--- src/rtl/obstacle_track_pkg.sv ---
// Shared types and constants for the obstacle track.
// The optional OBSTACLE_TRACK_BORDER_MASK_EN build uses BORDER_MASK on pattern load.
package obstacle_track_pkg;

  typedef enum logic [1:0] {
    IDLE  = 2'd0,
    RUN   = 2'd1,
    CRASH = 2'd2,
    OVER  = 2'd3
  } state_t;

  localparam int ROW_W = 8;
  localparam int SEQ_W = 16;

  // Generator always sets columns 0 and 7 of each row; these bits clear them.
  localparam logic [SEQ_W-1:0] BORDER_MASK = 16'h7E7E;

endpackage

--- src/rtl/obstacle_track_pattern_buf.sv ---
// Single-entry pattern buffer: accepts one 16-bit pattern and hands out one column per consume.
// Build option OBSTACLE_TRACK_BORDER_MASK_EN strips border bits on load.
module track_pattern_buf
  import obstacle_track_pkg::*;
(
  input  logic             clk,
  input  logic             rst_n,
  input  logic [SEQ_W-1:0] seq_in,
  input  logic             seq_valid,
  output logic             seq_ready,
  input  logic             consume,
  output logic             new_top,
  output logic             new_bot,
  output logic             empty
);

  logic [SEQ_W-1:0] pend;
  logic             pend_full;
  logic [2:0]       col_idx;
  logic [SEQ_W-1:0] load_val;
  logic [ROW_W-1:0] top_byte;
  logic [ROW_W-1:0] bot_byte;
  logic             load;

`ifdef OBSTACLE_TRACK_BORDER_MASK_EN
  assign load_val = seq_in & BORDER_MASK;
`else
  assign load_val = seq_in;
`endif

  assign seq_ready = ~pend_full;
  assign empty     = ~pend_full;
  assign load      = seq_valid & ~pend_full;
  assign top_byte  = pend[SEQ_W-1:ROW_W];
  assign bot_byte  = pend[ROW_W-1:0];
  assign new_top   = pend_full & top_byte[col_idx];
  assign new_bot   = pend_full & bot_byte[col_idx];

  // Loading and consuming are exclusive: load needs empty, consume needs full.
  always_ff @(posedge clk or negedge rst_n) begin
    if (!rst_n) begin
      pend      <= '0;
      pend_full <= 1'b0;
      col_idx   <= 3'd0;
    end else if (load) begin
      pend      <= load_val;
      pend_full <= 1'b1;
      col_idx   <= 3'd0;
    end else if (consume && pend_full) begin
      col_idx <= col_idx + 3'd1;
      if (col_idx == 3'd7) pend_full <= 1'b0;
    end
  end

endmodule

--- src/rtl/obstacle_track.sv ---
// Two-lane scrolling obstacle track with collision detection, lives, score and game FSM.
// Optional build macro OBSTACLE_TRACK_BORDER_MASK_EN (handled in the pattern buffer).
module obstacle_track
  import obstacle_track_pkg::*;
#(
  parameter int SCORE_W       = 14,
  parameter int LIVES         = 3,
  parameter int RECOVER_TICKS = 4
) (
  input  logic               clk,
  input  logic               rst_n,
  input  logic               tick,
  input  logic               start,
  input  logic               car_lane,
  input  logic [SEQ_W-1:0]   seq_in,
  input  logic               seq_valid,
  output logic               seq_ready,
  output logic [ROW_W-1:0]   row_top,
  output logic [ROW_W-1:0]   row_bot,
  output logic               collision,
  output logic               game_over,
  output logic [2:0]         lives,
  output logic [SCORE_W-1:0] score,
  output logic               underrun
);

  localparam logic [SCORE_W-1:0] SCORE_MAX = {SCORE_W{1'b1}};
  localparam logic [SCORE_W-1:0] SCORE_ONE = {{(SCORE_W-1){1'b0}}, 1'b1};

  state_t     state;
  logic [3:0] crash_cnt;
  logic       hit;
  logic       consume;
  logic       new_top;
  logic       new_bot;
  logic       empty;

  // Collision uses the registered rows, so it lands one clk after the shift.
  assign hit       = (state == RUN) && (car_lane ? row_bot[0] : row_top[0]);
  assign consume   = (state == RUN) && tick && !hit;
  assign game_over = (state == OVER);

  track_pattern_buf u_buf (
    .clk       (clk),
    .rst_n     (rst_n),
    .seq_in    (seq_in),
    .seq_valid (seq_valid),
    .seq_ready (seq_ready),
    .consume   (consume),
    .new_top   (new_top),
    .new_bot   (new_bot),
    .empty     (empty)
  );

  always_ff @(posedge clk or negedge rst_n) begin
    if (!rst_n) begin
      state     <= IDLE;
      row_top   <= '0;
      row_bot   <= '0;
      collision <= 1'b0;
      lives     <= 3'd0;
      score     <= '0;
      underrun  <= 1'b0;
      crash_cnt <= 4'd0;
    end else begin
      collision <= 1'b0;
      case (state)
        IDLE, OVER: begin
          if (start) begin
            state     <= RUN;
            lives     <= LIVES[2:0];
            score     <= '0;
            row_top   <= '0;
            row_bot   <= '0;
            underrun  <= 1'b0;
            crash_cnt <= 4'd0;
          end
        end
        RUN: begin
          if (hit) begin
            collision <= 1'b1;
            lives     <= lives - 3'd1;
            row_top   <= '0;
            row_bot   <= '0;
            if (lives == 3'd1) begin
              state <= OVER;
            end else begin
              state     <= CRASH;
              crash_cnt <= RECOVER_TICKS[3:0];
            end
          end else if (tick) begin
            row_top <= {new_top, row_top[ROW_W-1:1]};
            row_bot <= {new_bot, row_bot[ROW_W-1:1]};
            if (empty) underrun <= 1'b1;
            if (score != SCORE_MAX) score <= score + SCORE_ONE;
          end
        end
        CRASH: begin
          if (tick) begin
            if (crash_cnt <= 4'd1) begin
              crash_cnt <= 4'd0;
              state     <= RUN;
            end else begin
              crash_cnt <= crash_cnt - 4'd1;
            end
          end
        end
        default: state <= IDLE;
      endcase
    end
  end

endmodule

--- config.mk ---
export PLATFORM = sky130hd
export DESIGN_NAME = obstacle_track
export DESIGN_NICKNAME = d
export VERILOG_FILES = /design/src/rtl/obstacle_track_pkg.sv /design/src/rtl/obstacle_track_pattern_buf.sv /design/src/rtl/obstacle_track.sv
export SDC_FILE = /design/constraint.sdc
export NUM_CORES = 1
export LEC_CHECK = 0
export ABC_AREA = 1
export CORE_ASPECT_RATIO = 0.6
export CORE_UTILIZATION = 47
export DETAILED_ROUTE_END_ITERATION = 8
export PLACE_DENSITY_LB_ADDON = 0.12
export SETUP_SLACK_MARGIN = 0.4
export SYNTH_ARGS = -nofsm -noshare
export SYNTH_HDL_FRONTEND = slang
export SYNTH_SLANG_ARGS = --single-unit
--- constraint.sdc ---
create_clock -name clk -period 1.4 [get_ports clk]
set_input_delay 0.28 -clock clk [delete_from_list [all_inputs] [get_ports clk]]
set_output_delay 0.28 -clock clk [all_outputs]
set_load 0.02 [all_outputs]
==> flow_metrics.env, run 1 <==
export IMPL_die_y_um=64.5
export IMPL_antennaDiodeCount=0
export IMPL_synth_xor_area_share_pct=2.86
export IMPL_htreeDepth=3
export IMPL_synth_area_um2=3060
export IMPL_grt_max_degree=42
export IMPL_path_max_fanout=8
export IMPL_syn_nets=392
export IMPL_grt_overflow_total=0
export IMPL_floorplan_initialDensity_pct=49.4
export IMPL_synth_distinct_cells=25
export IMPL_grt_pass1_vias=2997
export IMPL_routed_wl_mm=8.99
export IMPL_status="finished, violations left"
export IMPL_numPortBuffers=58
export IMPL_cts_num_sinks=61
export IMPL_area_growth_pct=63.8
export IMPL_worst_slew_pin_slew_ps=306
export IMPL_gp_congestion=0.833
export IMPL_seq_area_frac_synth_pct=49.9
export IMPL_regArea_um2=1530
export IMPL_setup_viol=45
export IMPL_worstSetupEndpointType="flip-flop"
export IMPL_start_kind="flip-flop"
export IMPL_num_vias=3041
export IMPL_timing_fmax_ghz=0.601
export IMPL_ys_ff_latch=61
export IMPL_ir_drop_v=0.000961
export IMPL_placed_cell_area_um2=4090
export IMPL_final_cell_count_no_fill=586
export IMPL_maxSlewHeadroom_pct=79.5
export IMPL_avgViaCountPerCell=5.19
export IMPL_cts_made_buffers=9
export IMPL_drtAntennaViolNets=0
export IMPL_hold_viol=0
export IMPL_drt_iter0_drc=154
export IMPL_rr_startpoint="state[0]"
export IMPL_dieArea_um2=6850
export IMPL_dpl_cell_count=535
export IMPL_rsz0062_at_grt="yes"
export IMPL_dpl_hpwl_mm=5.23
export IMPL_nets=529
export IMPL_synthCells=360
export IMPL_synth_compound_area_share_pct=11.4
export IMPL_rr_worst_depth=9
export IMPL_hold_class="primary input to async pin"
export IMPL_cts_tree="done"
export IMPL_required_ps=1610
export IMPL_avgSynthCellArea_um2=8.50
export IMPL_maxCapViolCount=0
export IMPL_crit_type="flip-flop to flip-flop"
export IMPL_grt_pass1_wl_mm=14.1
export IMPL_die_w_um=106
export IMPL_drc=0
export IMPL_antenna_found_initial=0
export IMPL_fillCellCount=372
export IMPL_rows=22
export IMPL_fin_crit_sh_pct=119
export IMPL_fp_coreArea_um2=6190
export IMPL_violations="negative setup slack"
export IMPL_ioPinCount=59
export IMPL_cellPowerDensity_nw_per_um2=1960
export IMPL_synth_warnings=0
export IMPL_grt_usage_pct=27.0
export IMPL_clock_skew_ps=5.02
export IMPL_drive_gt1_share_pct=41.6
export IMPL_synth_top_family_by_area="simple AND/OR/NAND/NOR gates"
export IMPL_clk_latency_ps=330
export IMPL_wl_per_cell_um=15.3
export IMPL_slew_violations=0
export IMPL_synth_simple_area_share_pct=20.3
export IMPL_leakagePower_uw=0.00236
export IMPL_crit_start="state[0]"
export IMPL_finalPower_uw=9840
export IMPL_cts_reportedPaths_clkPinSlew_ps=70
export IMPL_cp_data_arrival_time_ps=1880
export IMPL_period_minus_slack_ps=1660
export IMPL_synthAdderAreaFrac_pct=4.09
export IMPL_multi_input_area_um2=1600
export IMPL_design_area_um2=5010
export IMPL_synthMuxAreaShare_pct=2.94
export IMPL_clock_path_buffers=2
export IMPL_setup_slack_ps=-265
export IMPL_drt_pass1_iter_count=4
export IMPL_cts_root_buf="clkbuf_8"
## worst max-delay path: stages (launching register included)
cell,delay (ps)
dfrtp_1,410
inv_2,60
ha_4,290
inv_2,50
nand2_4,90
nand2_4,90
o21ai_4,230
buf_12,150
buf_4,110
o22ai_1,60
## timing repair
item,in CTS,in global routing
gates resized for setup,293,38
pin swaps,15,13
hold buffers,1,0
setup endpoints to repair,98,98
buffers inserted,23,8
cloned,2,1
endpoints found under the hold margin,9,0
## power by group
group	leakage (uW)	total [uW]	switching (uW)	internal, uW
Sequential	0.000782	2490	290	2200
Clock	0.0000918	1580	753	827
Combinational	0.00149	5770	2880	2890
Total	0.00236	9840	3920	5910
## metal layers
| metal | up-vias | wire (um) | part of all wire, % | track usage, % |
|---|---|---|---|---|
| li1 | 1446 | - | - | - |
| met1 | 1443 | 3930 | 44 | 35.9 |
| met2 | 132 | 4360 | 49 | 44.7 |
| met3 | 20 | 504 | 5.6 | 6.34 |
| met4 | 0 | 192 | 2.1 | 7.47 |
| met5 | - | 0 | 0 | 0 |
## state kept, by name, indices dropped and copies added, names as in the netlist
name,count
u_buf.pend,16
score,14
row_bot,8
row_top,8
crash_cnt,4
lives,3
u_buf.col_idx,3
state,2
collision,1
u_buf.pend_full,1
underrun,1
## synthesized netlist by cell type (all sizes together)
cell / number / share of area (%)
o211ai: 4 / 0.98
mux2: 8 / 2.9
inv: 55 / 6.7
buf: 6 / 1.4
nor2: 27 / 3.9
nand4: 5 / 1.0
nand3: 26 / 4.6
xnor2: 4 / 1.1
clkbuf: 3 / 0.37
o21ai: 35 / 5.8
nand2: 82 / 10
a21oi: 13 / 2.1
xor2: 6 / 1.7
dfrtp: 61 / 50
o22ai: 12 / 2.5
nor3: 3 / 0.49
ha: 10 / 4.1
## layout make-up
cell class              instances  area share (%)
clock buffers                   9            2.47
inverters                      55            4.22
multi-input cells             235            32.0
repair buffers                135            27.2
flip-flops and latches         61            30.6
clock inverters                 7            1.50
well taps                      84            2.10
## cell families after synthesis
| group | after synthesis |
|---|---|
| buffers and inverters | 64 |
| and+or+nand+nor | 143 |
| xor gates and xnor gates | 10 |
| DFF | 61 |
| adders and majority gates | 10 |
| muxes | 8 |
| AOI/OAI and AO/OA | 64 |
## final timing paths
path / end / slack [ps]
max reg2reg: row_bot[0] / -260
min: lives[1] / 350
min reg2reg: crash_cnt[1] / 520
max in group asynchronous: score[5] / 550
max: row_bot[0] / -260
min in group clk: crash_cnt[1] / 520
## cell usage in the layout (no fill, tap or decap), drive strengths merged, types with 8 or more instances in the layout
master,instances
buf,113
nand2,82
dfrtp,61
inv,56
o21ai,35
nor2,27
nand3,26
clkdlybuf4s50,19
a21oi,13
o22ai,12
clkbuf,10
ha,10
mux2,8
## metrics by stage
step           TNS [ps]  hold WS (ps)  utilization [%]  setup slack [ps]
4_1_cts           -6150           352             77.8              -196
6_report          -8160           347             80.9              -265
2_1_floorplan     -1600         -15.6                -             -70.5
3_3_place_gp      -9530           166             66.1              -268
3_5_place_dp     -10200           168             66.1              -294
5_1_grt          -11020           366             80.9              -319
Note: power is estimated with default switching activity, not from simulation.
==> run 2: changes to the inputs <==
- CAP_MARGIN: not set -> 10
==> results of run 2 <==
The final DEF is identical to that of run 1; final timing and power are the same.
